[config.mk]
export PLATFORM = sky130hd
export DESIGN_NAME = signal_delay_measure
export DESIGN_NICKNAME = d
export VERILOG_FILES = /design/src/rtl/video_timing_pkg.sv /design/src/rtl/edge_detect_rise.sv /design/src/rtl/signal_delay_measure.sv
export SDC_FILE = /design/constraint.sdc
export NUM_CORES = 1
export LEC_CHECK = 0
export ABC_AREA = 1
export CAP_MARGIN = 20
export CORE_ASPECT_RATIO = 0.75
export CORE_MARGIN = 1.5
export CORE_UTILIZATION = 35
export DETAILED_ROUTE_END_ITERATION = 10
export GPL_TIMING_DRIVEN = 0
export PLACE_DENSITY_LB_ADDON = 0.08
export SLEW_MARGIN = 40
export SYNTH_ARGS = -nofsm -noshare
export SYNTH_HDL_FRONTEND = slang
export SYNTH_SLANG_ARGS = --single-unit
[constraint.sdc]
create_clock -name clk -period 1.7 [get_ports clk]
set_input_delay 0.17 -clock clk [delete_from_list [all_inputs] [get_ports clk]]
set_output_delay 0.17 -clock clk [all_outputs]
set_load 0.1 [all_outputs]
[src/rtl/video_timing_pkg.sv]
// Shared video-timing definitions.
//   state_t           : control-state encoding for the delay measurement block
//   DEFAULT_MAX_DELAY : default saturation/timeout limit, also used by the
//                       programmable delay lines that consume the measurement
package video_timing_pkg;

  typedef enum logic [2:0] {
    ST_IDLE,
    ST_ARM,
    ST_COUNT,
    ST_ACC,
    ST_DONE
  } state_t;

  localparam int DEFAULT_MAX_DELAY = 255;

endpackage

[src/rtl/edge_detect_rise.sv]
// Rising-edge detector for a signal already synchronous to clk.
//   clk  : system clock
//   rst  : asynchronous active-high reset
//   d    : input level
//   rise : high in the cycle where d is 1 and was 0 in the previous cycle
module edge_detect_rise (
  input  logic clk,
  input  logic rst,
  input  logic d,
  output logic rise
);

  logic prev;

  // NOTE: state registers use non-blocking assignments so every flop samples
  // pre-edge values regardless of the order of always blocks.
  always_ff @(posedge clk or posedge rst) begin
    if (rst) prev <= 1'b0;
    else     prev <= d;
  end

  assign rise = d & ~prev;

endmodule

[src/rtl/signal_delay_measure.sv]
// Measures the skew, in clk cycles, between a rising edge on ref_in and the
// next rising edge on sig_in, optionally averaging 2^AVG_LOG2 measurements.
//   clk         : system clock
//   rst         : asynchronous active-high reset; aborts any run in progress
//   ref_in      : reference signal
//   sig_in      : delayed copy of the reference
//   start       : one-cycle request to begin a run (ignored unless idle)
//   busy        : high while a run is in progress
//   delay_valid : one-cycle pulse when delay_out/timeout are updated
//   delay_out   : averaged delay, held until the next result
//   timeout     : set with delay_valid if any sample of the run saturated
module signal_delay_measure
  import video_timing_pkg::*;
#(
  parameter int MAX_DELAY   = DEFAULT_MAX_DELAY,
  parameter int COUNT_WIDTH = 8,
  parameter int AVG_LOG2    = 0
) (
  input  logic                   clk,
  input  logic                   rst,
  input  logic                   ref_in,
  input  logic                   sig_in,
  input  logic                   start,
  output logic                   busy,
  output logic                   delay_valid,
  output logic [COUNT_WIDTH-1:0] delay_out,
  output logic                   timeout
);

  // Accumulator is wide enough for 2^AVG_LOG2 samples of MAX_DELAY each.
  localparam int ACC_W = COUNT_WIDTH + AVG_LOG2;
  localparam int IDX_W = AVG_LOG2 + 1;
  localparam logic [IDX_W-1:0]       N_SAMPLES = IDX_W'(2 ** AVG_LOG2);
  localparam logic [COUNT_WIDTH-1:0] MAX_CNT   = COUNT_WIDTH'(MAX_DELAY);

  state_t state, next_state;

  logic                   ref_rise, sig_rise;
  logic [COUNT_WIDTH-1:0] cnt;
  logic [COUNT_WIDTH-1:0] sample;
  logic [ACC_W-1:0]       acc;
  logic [ACC_W-1:0]       acc_sum;
  logic [IDX_W-1:0]       idx;
  logic [IDX_W-1:0]       idx_next;
  logic                   timeout_acc;
  logic                   last_sample;

  edge_detect_rise u_ref_edge (.clk(clk), .rst(rst), .d(ref_in), .rise(ref_rise));
  edge_detect_rise u_sig_edge (.clk(clk), .rst(rst), .d(sig_in), .rise(sig_rise));

  assign acc_sum     = acc + ACC_W'(sample);
  assign idx_next    = idx + 1'b1;
  assign last_sample = (idx_next == N_SAMPLES);

  always_ff @(posedge clk or posedge rst) begin
    if (rst) state <= ST_IDLE;
    else     state <= next_state;
  end

  // NOTE: every output of this block gets a default first, so no path can
  // leave a variable unassigned and infer a latch.
  always_comb begin
    next_state  = state;
    busy        = 1'b0;
    delay_valid = 1'b0;
    case (state)
      ST_IDLE: begin
        if (start) next_state = ST_ARM;
      end
      ST_ARM: begin
        busy = 1'b1;
        // A sig edge without a ref edge is ignored: we only anchor on ref.
        if (ref_rise) next_state = sig_rise ? ST_ACC : ST_COUNT;
      end
      ST_COUNT: begin
        busy = 1'b1;
        if (sig_rise || cnt == MAX_CNT) next_state = ST_ACC;
      end
      ST_ACC: begin
        busy       = 1'b1;
        next_state = last_sample ? ST_DONE : ST_ARM;
      end
      ST_DONE: begin
        delay_valid = 1'b1;
        next_state  = ST_IDLE;
      end
      default: next_state = ST_IDLE;
    endcase
  end

  // NOTE: all datapath registers, including the result holding registers,
  // are reset so outputs read 0 immediately on rst.
  always_ff @(posedge clk or posedge rst) begin
    if (rst) begin
      cnt         <= '0;
      sample      <= '0;
      acc         <= '0;
      idx         <= '0;
      timeout_acc <= 1'b0;
      delay_out   <= '0;
      timeout     <= 1'b0;
    end else begin
      case (state)
        ST_IDLE: begin
          if (start) begin
            acc         <= '0;
            idx         <= '0;
            timeout_acc <= 1'b0;
          end
        end
        ST_ARM: begin
          if (ref_rise) begin
            if (sig_rise) sample <= '0;
            else          cnt    <= COUNT_WIDTH'(1);
          end
        end
        ST_COUNT: begin
          // sig edge wins over saturation when both land on MAX_DELAY.
          if (sig_rise) begin
            sample <= cnt;
          end else if (cnt == MAX_CNT) begin
            sample      <= MAX_CNT;
            timeout_acc <= 1'b1;
          end else begin
            cnt <= cnt + 1'b1;
          end
        end
        ST_ACC: begin
          acc <= acc_sum;
          idx <= idx_next;
          // Load the result here so it is already stable during the DONE
          // cycle in which delay_valid is high.
          if (last_sample) begin
            delay_out <= COUNT_WIDTH'(acc_sum >> AVG_LOG2);
            timeout   <= timeout_acc;
          end
        end
        default: ;
      endcase
    end
  end

endmodule
* After elaboration in Yosys (flattened, before gate mapping) *
Cells that the tools add are included.

cells by class
  add/subtract/negate cells = 3
  equality and inequality tests = 14
  muxes and demuxes = 25
  bitwise logic cells = 4
  reductions and logical operators = 12

operators by type and width
  kind                   count
  $mux W8                9
  $pmux W8 S2            3
  $ne A2 B2 Y1 const B   8
  $mux W3                4
  $pmux W3 S4            1
  $add A8 B1 Y8 const B  1
  $add A8 B8 Y8          1
  $eq A8 B8 Y1 const B   1
  $reduce_and A4 Y1      2
  $eq A3 B2 Y1 const B   2
  $mux W1                6
  $reduce_bool A2 Y1     3
  $reduce_and A5 Y1      1
  $pmux W1 S2            2
  $reduce_and A2 Y1      2
  $eq A3 B1 Y1 const B   1
  $eq A3 B3 Y1 const B   1
  $logic_not A3 Y1       1
  $ne A3 B3 Y1 const B   1
  $reduce_and A3 Y1      1
  $reduce_or A3 Y1       1
  $and A1 B1 Y1          2
  $not A1 Y1             2
  $add A1 B1 Y1 const B  1
  $logic_or A1 B1 Y1     1

word-level totals
  flip-flop bits (word level) = 40
  bits of input ports = 5
  output and inout bits = 11
  logic and storage cells = 68

* Longest topological paths before layout *
Gate-level depths: netlist of run 1.

  depth in word-level cells = 5
  gate-level depth with buffers = 9
  depth with buffers taken out = 9

* Cells and area by module *
Synthesis of run 1 repeated with hierarchy kept, for this count alone.

second synthesis, totals
  cells, all modules = 288
  area, all modules = 2187.1 µm²

by module, submodules not included
  module                times used  cells an instance  area each (µm²)
  signal_delay_measure  1           280                2109.5
  edge_detect_rise      2           4                  38.8

* Worst setup path after synthesis of run 1 *
Ideal clock, no wire load.

  path type = reg-to-output
  from = register state[0]
  to = output busy
  arrival = 1.907 ns
  data required time = 1.530 ns
  path slack = -0.377 ns
  cell stages (with the launch flop) = 3
  path through = dfrtp_1 > inv_2 > a21oi_1

on the way
  word-level cells in the longest chain between the ends = 3
  elaborated cells between the ends (all ways) = 5
  those cells by class = eq/ne: 3; mux: 1; reduce/logical: 1

RTL lines
  what                                                 RTL line                    text
  start, declared                                      signal_delay_measure.sv:36  state_t state, next_state;
  start signal, assigned                               signal_delay_measure.sv:57  else state <= next_state;
  $eq A3 B2 Y1 / $eq A3 B1 Y1 (equally long branches)  signal_delay_measure.sv:66  case (state)
  $reduce_or A3 Y1 (no line) (*)                       n/a
  $mux W1 (*)                                          signal_delay_measure.sv:66
  end, declared                                        signal_delay_measure.sv:24  output logic busy,

Every way passes the cells marked *; elsewhere a longest branch is shown, timed or not.

* Worst setup path in the final report of run 1 *
  from = register sample[2]
  to = register delay_out[7]

on the way
  word-level cells in the longest chain between the ends = 1

RTL lines
  what                    RTL line                     text
  start, declared         signal_delay_measure.sv:40   logic [COUNT_WIDTH-1:0] sample;
  start signal, assigned  signal_delay_measure.sv:120  sample <= cnt;
  $add A8 B8 Y8           signal_delay_measure.sv:51   assign acc_sum = acc + ACC_W'(sample);
  end signal, assigned    signal_delay_measure.sv:134  delay_out <= COUNT_WIDTH'(acc_sum >> AVG_LOG2);
  end, declared           signal_delay_measure.sv:26   output logic [COUNT_WIDTH-1:0] delay_out,

Every way passes these cells.
A chain may end at the register's enable or synchronous reset.

==> flow_summary.toml, run 1 <==
[final_layout]
finalInstanceArea_um2 = 2540
multiInputGateArea_um2 = 1030
regArea_um2 = 1000
drive_gt1_frac = 0.149
area_growth_pct = 15.5
fill_cells = 590
diodes = 0
nNetsFinal = 321

[drt]
drc_errors = 0
wl_um = 4650
antenna_left = 0
first_pass_iters = 5
vias = 1730
wl_per_cell_um = 12.1
viasPerCell = 4.48
drt_iter0_drc = 101

[synth]
ys_top_cells_by_count = "nand2_1 (104), dfrtp_1 (40), inv_1 (36)"
synth_warnings = 0
netlist_area_um2 = 2200
ys.flop_type = "dfrtp_1"
syn_nets = 297
synth_mux_area_frac = 0
synth_xor_area_frac = 0.0239
synth_area_per_cell_um2 = 7.76
seq_area_frac_synth = 0.456
yosysMostFrequentCell = "nand2_1"
synth_compound_area_frac = 0.0564
synthArstFlopShare = 1.00
synth_top_area_cell = "dfrtp_1"
synth_top_family_by_area = "simple AND/OR/NAND/NOR gates"
synth_fa_ha_area_frac = 0.0547
syn_inst = 283
synthDistinctLibCells = 25
synth-simple-area-share = 0.331
synth_edf_count = 0
ys_ff_latch = 40
synth_top_area_frac = 0.456
yosys-top-cells-area = "dfrtp_1 (46%), nand2_1 (18%), inv_1 (6.2%)"

[pwr]
intPower_uw = 2380
ir_worst_vdd_mv = 0.558
p_per_area_nw_per_um2 = 1950
p_leak_uw = 0.00141
power_frac_seq = 0.295
p_sw_frac = 0.521
comb_power_share = 0.537
p_clk_frac = 0.168
power.switching_uw = 2580

[grt]
grt_pass1_wl_um = 7990
grt_max_degree = 41
antenna_found_initial = 0
overflow = 0
grt_pass1_vias = 1689
grt_use_total = 0.155

[timing]
skew_ps = 10.3
setup_viol = 0
min_period_ps = 1600
period_share = 0.943
max_freq_ghz = 0.624
worst_slew_pin_slew_ps = 504
maxSlewHeadroom = 0.664
finalSetupTns_ps = 0
hold_viol = 0
drv_slew = 0

[floorplanning]
core_um2 = 5950
die_area_um2 = 6770
start_util = 0.370
row_count = 24
num_io_pins = 16
die_h_um = 71.6
die_w_um = 94.5

[worst_setup_path]
cp_slowest_cell = "dfrtp_1"
critPathCaptureType = "flop"
critPathRequiredTime_ps = 1890
arrival_ps = 1800
critPathLaunchType = "flop"
max_stage_delay_ps = 410
path_class = "reg2reg"
crit_fanout = 4
crit_path_frequent_cell = "nand2_1"
crit_chain = "ha_1, a21oi_1, nand2_1, nand2_1, nand3_1, nand3_1, nand2_1"

[clock_network]
h-tree-depth = 2
cts_tree = "done"
hold_buffers = 0
clk_path_buf_depth = 2
root_buffer = "clkbuf_8"
cts_made_buffers = 5
clk_latency_ps = 300
clk_pin_slew_ps = 90
clock_sinks = 40

[placement]
portBuffers = 15
post_dp_cell_area_um2 = 2400
dp_hpwl_um = 3510
place.gp.congestion = 0.817

[hold_path]
min_path_type = "in2async"

[status]
status = "finished clean"

[flow_run]
maxCapViolCount = 0
## power by group through the flow
stage          sequential [µW]  clock [µW]  combinational (µW)
2_1_floorplan             2160           0                1460
3_3_place_gp              1480           0                2760
3_5_place_dp              1480           0                2660
4_1_cts                   1460         855                2660
5_1_grt                   1510         898                2930
6_report                  1460         835                2660
## repair_timing
action | CTS | global route
endpoints found under the setup margin | 0 | 3
gates resized for setup | 0 | 1
endpoints found under the hold margin | 0 | 0
setup buffers | 0 | 2
## through the flow
stage	setup slack (ps)	power, µW	hold slack [ps]	instances	utilization
finish	96.4	4960	250	386	0.427
global route	-7.83	5330	317	386	0.427
CTS	93.2	4980	282	384	0.424
detailed placement	78.3	4140	463	376	0.403
global placement	-355	4240	464	376	0.412
floorplan	184	3620	201	283	-
## registers in the layout (all words and copies together), names as in the netlist
register / cells
acc: 8
cnt: 8
delay_out: 8
idx: 1
sample: 8
state: 3
timeout: 1
timeout_acc: 1
u_ref_edge.prev: 1
u_sig_edge.prev: 1
## layer usage
metal  vias to the layer above  GRT usage  routed length, µm
met5                         -          0                  0
met4                         0     0.0498                 25
met3                         2     0.0403                197
met2                        26      0.219               1800
met1                       777      0.230               2630
li1                        925          -                  -
## final timing paths
| kind | startpoint | endpoint | slack, ps | cells past startpoint |
|---|---|---|---|---|
| min in group clk | ref_in | u_ref_edge.prev$_DFF_PP0_ | 340 | 1 |
| worst max register to register | sample[2]$_DFFE_PP0P_ | delay_out[7]$_DFFE_PP0P_ | 100 | 7 |
| worst min register to register | delay_out[6]$_DFFE_PP0P_ | delay_out[6]$_DFFE_PP0P_ | 480 | 2 |
| worst max-delay path | sample[2]$_DFFE_PP0P_ | delay_out[7]$_DFFE_PP0P_ | 100 | 7 |
| max in group asynchronous | rst | sample[1]$_DFFE_PP0P_ | 1090 | 2 |
| worst min-delay path | rst | u_ref_edge.prev$_DFF_PP0_ | 250 | 2 |
## cells in the final DEF (no fill, tap or decap), drive strengths merged
| master | Yosys | routed |
|---|---|---|
| buf | 3 | 16 |
| o21ai | 10 | 10 |
| a21oi | 12 | 12 |
| inv | 40 | 40 |
| clkdlybuf4s50 | 0 | 4 |
| a21boi | 1 | 1 |
| nor3b | 2 | 2 |
| clkinv | 0 | 1 |
| bufinv | 0 | 1 |
| nor2 | 18 | 18 |
| nand3 | 27 | 27 |
| dfrtp | 40 | 40 |
| fa | 1 | 1 |
| xnor2 | 2 | 2 |
| o22ai | 1 | 1 |
| xor2 | 4 | 4 |
| nand3b | 1 | 1 |
| clkbuf | 0 | 6 |
| nand4 | 2 | 2 |
| nand2 | 111 | 111 |
| ha | 8 | 8 |
## cells by family after synthesis
logic type      Yosys count
compound gates           24
xor+xnor                  6
fa+ha+maj                 9
buf+inv                  43
flops                    40
simple gates            161
## critical path, delay by kind of cell, from the launching register on
family | cells | cell delay [ps]
flip-flops | 1 | 410
AO/OA/AOI/OAI | 1 | 160
AND/OR/NAND/NOR | 5 | 570
adder cells (fa/ha/maj) | 1 | 370
## area by class of cell
class                   instances  area share
inverters                      40      0.0602
clock buffers                   6      0.0325
flip-flops and latches         40       0.394
plain buffers                   3     0.00838
repair buffers                 17      0.0434
clock inverters                 2      0.0153
well taps                      78      0.0385
multi-input cells             200       0.407
Power figures use the tool's default switching activity.
==> run 2: changes to the inputs <==
--- a/config.mk
+++ b/config.mk
@@ -17,3 +17,4 @@
 export SYNTH_ARGS = -nofsm -noshare
 export SYNTH_HDL_FRONTEND = slang
 export SYNTH_SLANG_ARGS = --single-unit
+export TNS_END_PERCENT = 30
==> constraint.sdc (replaced) <==
create_clock -name clk -period 1.6 [get_ports clk]
set_input_delay 0.16 -clock clk [delete_from_list [all_inputs] [get_ports clk]]
set_output_delay 0.16 -clock clk [all_outputs]
set_load 0.1 [all_outputs]
==> flow_summary.toml, run 2 (same netlist as run 1, synthesis figures left out) <==
[placement]
dp_hpwl_um = 3490
portBuffers = 15
post_dp_cell_area_um2 = 2400
place.gp.congestion = 0.818
dp.cells = 376

[drt]
wl_per_cell_um = 12.1
first_pass_iters = 4
drc_errors = 0
antenna_left = 0
wl_um = 4680
viasPerCell = 4.61
drt_iter0_drc = 69
vias = 1778

[timing]
hold_viol = 0
worst_slew_pin_slew_ps = 493
drv_slew = 0
setup_viol = 0
period_share = 0.953
maxSlewHeadroom = 0.671
min_period_ps = 1530
rsz0062_at_grt = "true"
skew_ps = 10.4
max_freq_ghz = 0.656

[clock_network]
cts_tree = "done"
h-tree-depth = 2
clk_path_buf_depth = 2
clk_latency_ps = 300
hold_buffers = 0
clock_sinks = 40
cts_made_buffers = 5
root_buffer = "clkbuf_8"
clk_pin_slew_ps = 90

[worst_setup_path]
arrival_ps = 1720
cp_top_family = "adder cells"
crit_fanout = 2
path_class = "reg2reg"
r2r_cells = 9
cp_slowest_cell = "dfrtp_1"
critPathLaunchType = "flop"
crit_start = "sample[0]$_DFFE_PP0P_"
critPathRequiredTime_ps = 1790
crit_chain = "ha_2, inv_1, fa_2, inv_2, nand3_1, nand3_1, nand2_2, nand3_2, nand2_1"
path_buf_inv = 2
max_stage_delay_ps = 370
crit_path_frequent_cell = "nand3_1"
r2r_start = "sample[0]$_DFFE_PP0P_"
critPathCaptureType = "flop"
worstSetupPathDepth = 9

[pwr]
ir_worst_vdd_mv = 0.536
p_leak_uw = 0.00140
p_per_area_nw_per_um2 = 2060

[status]
status = "finished clean"

[grt]
grt_use_total = 0.163
overflow = 0
antenna_found_initial = 0
grt_pass1_wl_um = 8480
grt_max_degree = 41
grt_pass1_vias = 1792

[floorplanning]
num_io_pins = 16
start_util = 0.370
die_w_um = 94.5
die_area_um2 = 6770
core_um2 = 5950
row_count = 24
die_h_um = 71.6

[final_layout]
instances_no_fill = 386
most-common-layout-cells = "nand2_1 (103), dfrtp_1 (40), inv_1 (34), nand3_1 (24)"
diodes = 0
finalInstanceArea_um2 = 2570
drive_gt1_frac = 0.172
layout_commonest_cell = "nand2_1"
nNetsFinal = 321
area_growth_pct = 16.9

[flow_run]
maxCapViolCount = 0

[hold_path]
min_path_type = "in2async"
==> run 2: through the flow <==
stage	setup slack [ps]	total power, µW	util	setup TNS, ps	hold WS (ps)
after floorplan	-364	3850	-	-364	191
after global placement	-425	4500	0.412	-17730	465
after detailed placement	-13.1	4390	0.403	-50.6	463
after CTS	6.87	5260	0.423	0	272
after global routing	-35.8	5740	0.432	-144	302
final	75.0	5290	0.432	0	245
==> run 2: worst register-to-register path: cells and delay by family, from the launching register on <==
family        cells  cell delay [ps]
fa+ha+maj         2              540
flops             1              370
buf+inv           2              130
simple gates      5              380
==> run 2: power breakdown <==
part           leakage [µW]  total (µW)  switching [µW]  internal [µW]
Clock             0.0000541         842             380            462
Combinational      0.000815        2880            2170            715
Sequential         0.000534        1560             229           1340
==> run 2: cell type report <==
cell class              instances  area (µm²)
fillers                       609        3380
multi-input cells             200        1070
flip-flops and latches         40        1000
inverters                      40         153
repair buffers                 17         113
well taps                      78        97.6
clock buffers                   5        68.8
clock inverters                 3        42.5
plain buffers                   3        21.3
==> run 2: final timing paths <==
path / to / slack (ps)
setup / recovery: acc[6]$_DFFE_PP0P_ / 70
hold / removal: delay_out[0]$_DFFE_PP0P_ / 250
setup reg to reg: acc[6]$_DFFE_PP0P_ / 70
hold reg to reg: idx$_DFFE_PP0P_ / 480
max in group asynchronous: cnt[1]$_DFFE_PP0P_ / 1010
min in group clk: u_ref_edge.prev$_DFF_PP0_ / 340
==> run 2: what timing repair did <==
item	in CTS	in global routing
gates resized for setup	1	10
setup endpoints to repair	3	16
cloned	0	0
pin swaps	1	3
setup buffers	1	1
==> run 2: per-layer routing <==
layer / track usage / up-vias / wire length (µm)
li1: - / 928 / -
met1: 0.243 / 810 / 2580
met2: 0.227 / 30 / 1850
met3: 0.0403 / 10 / 168
met4: 0.0630 / 0 / 85
met5: 0 / - / 0
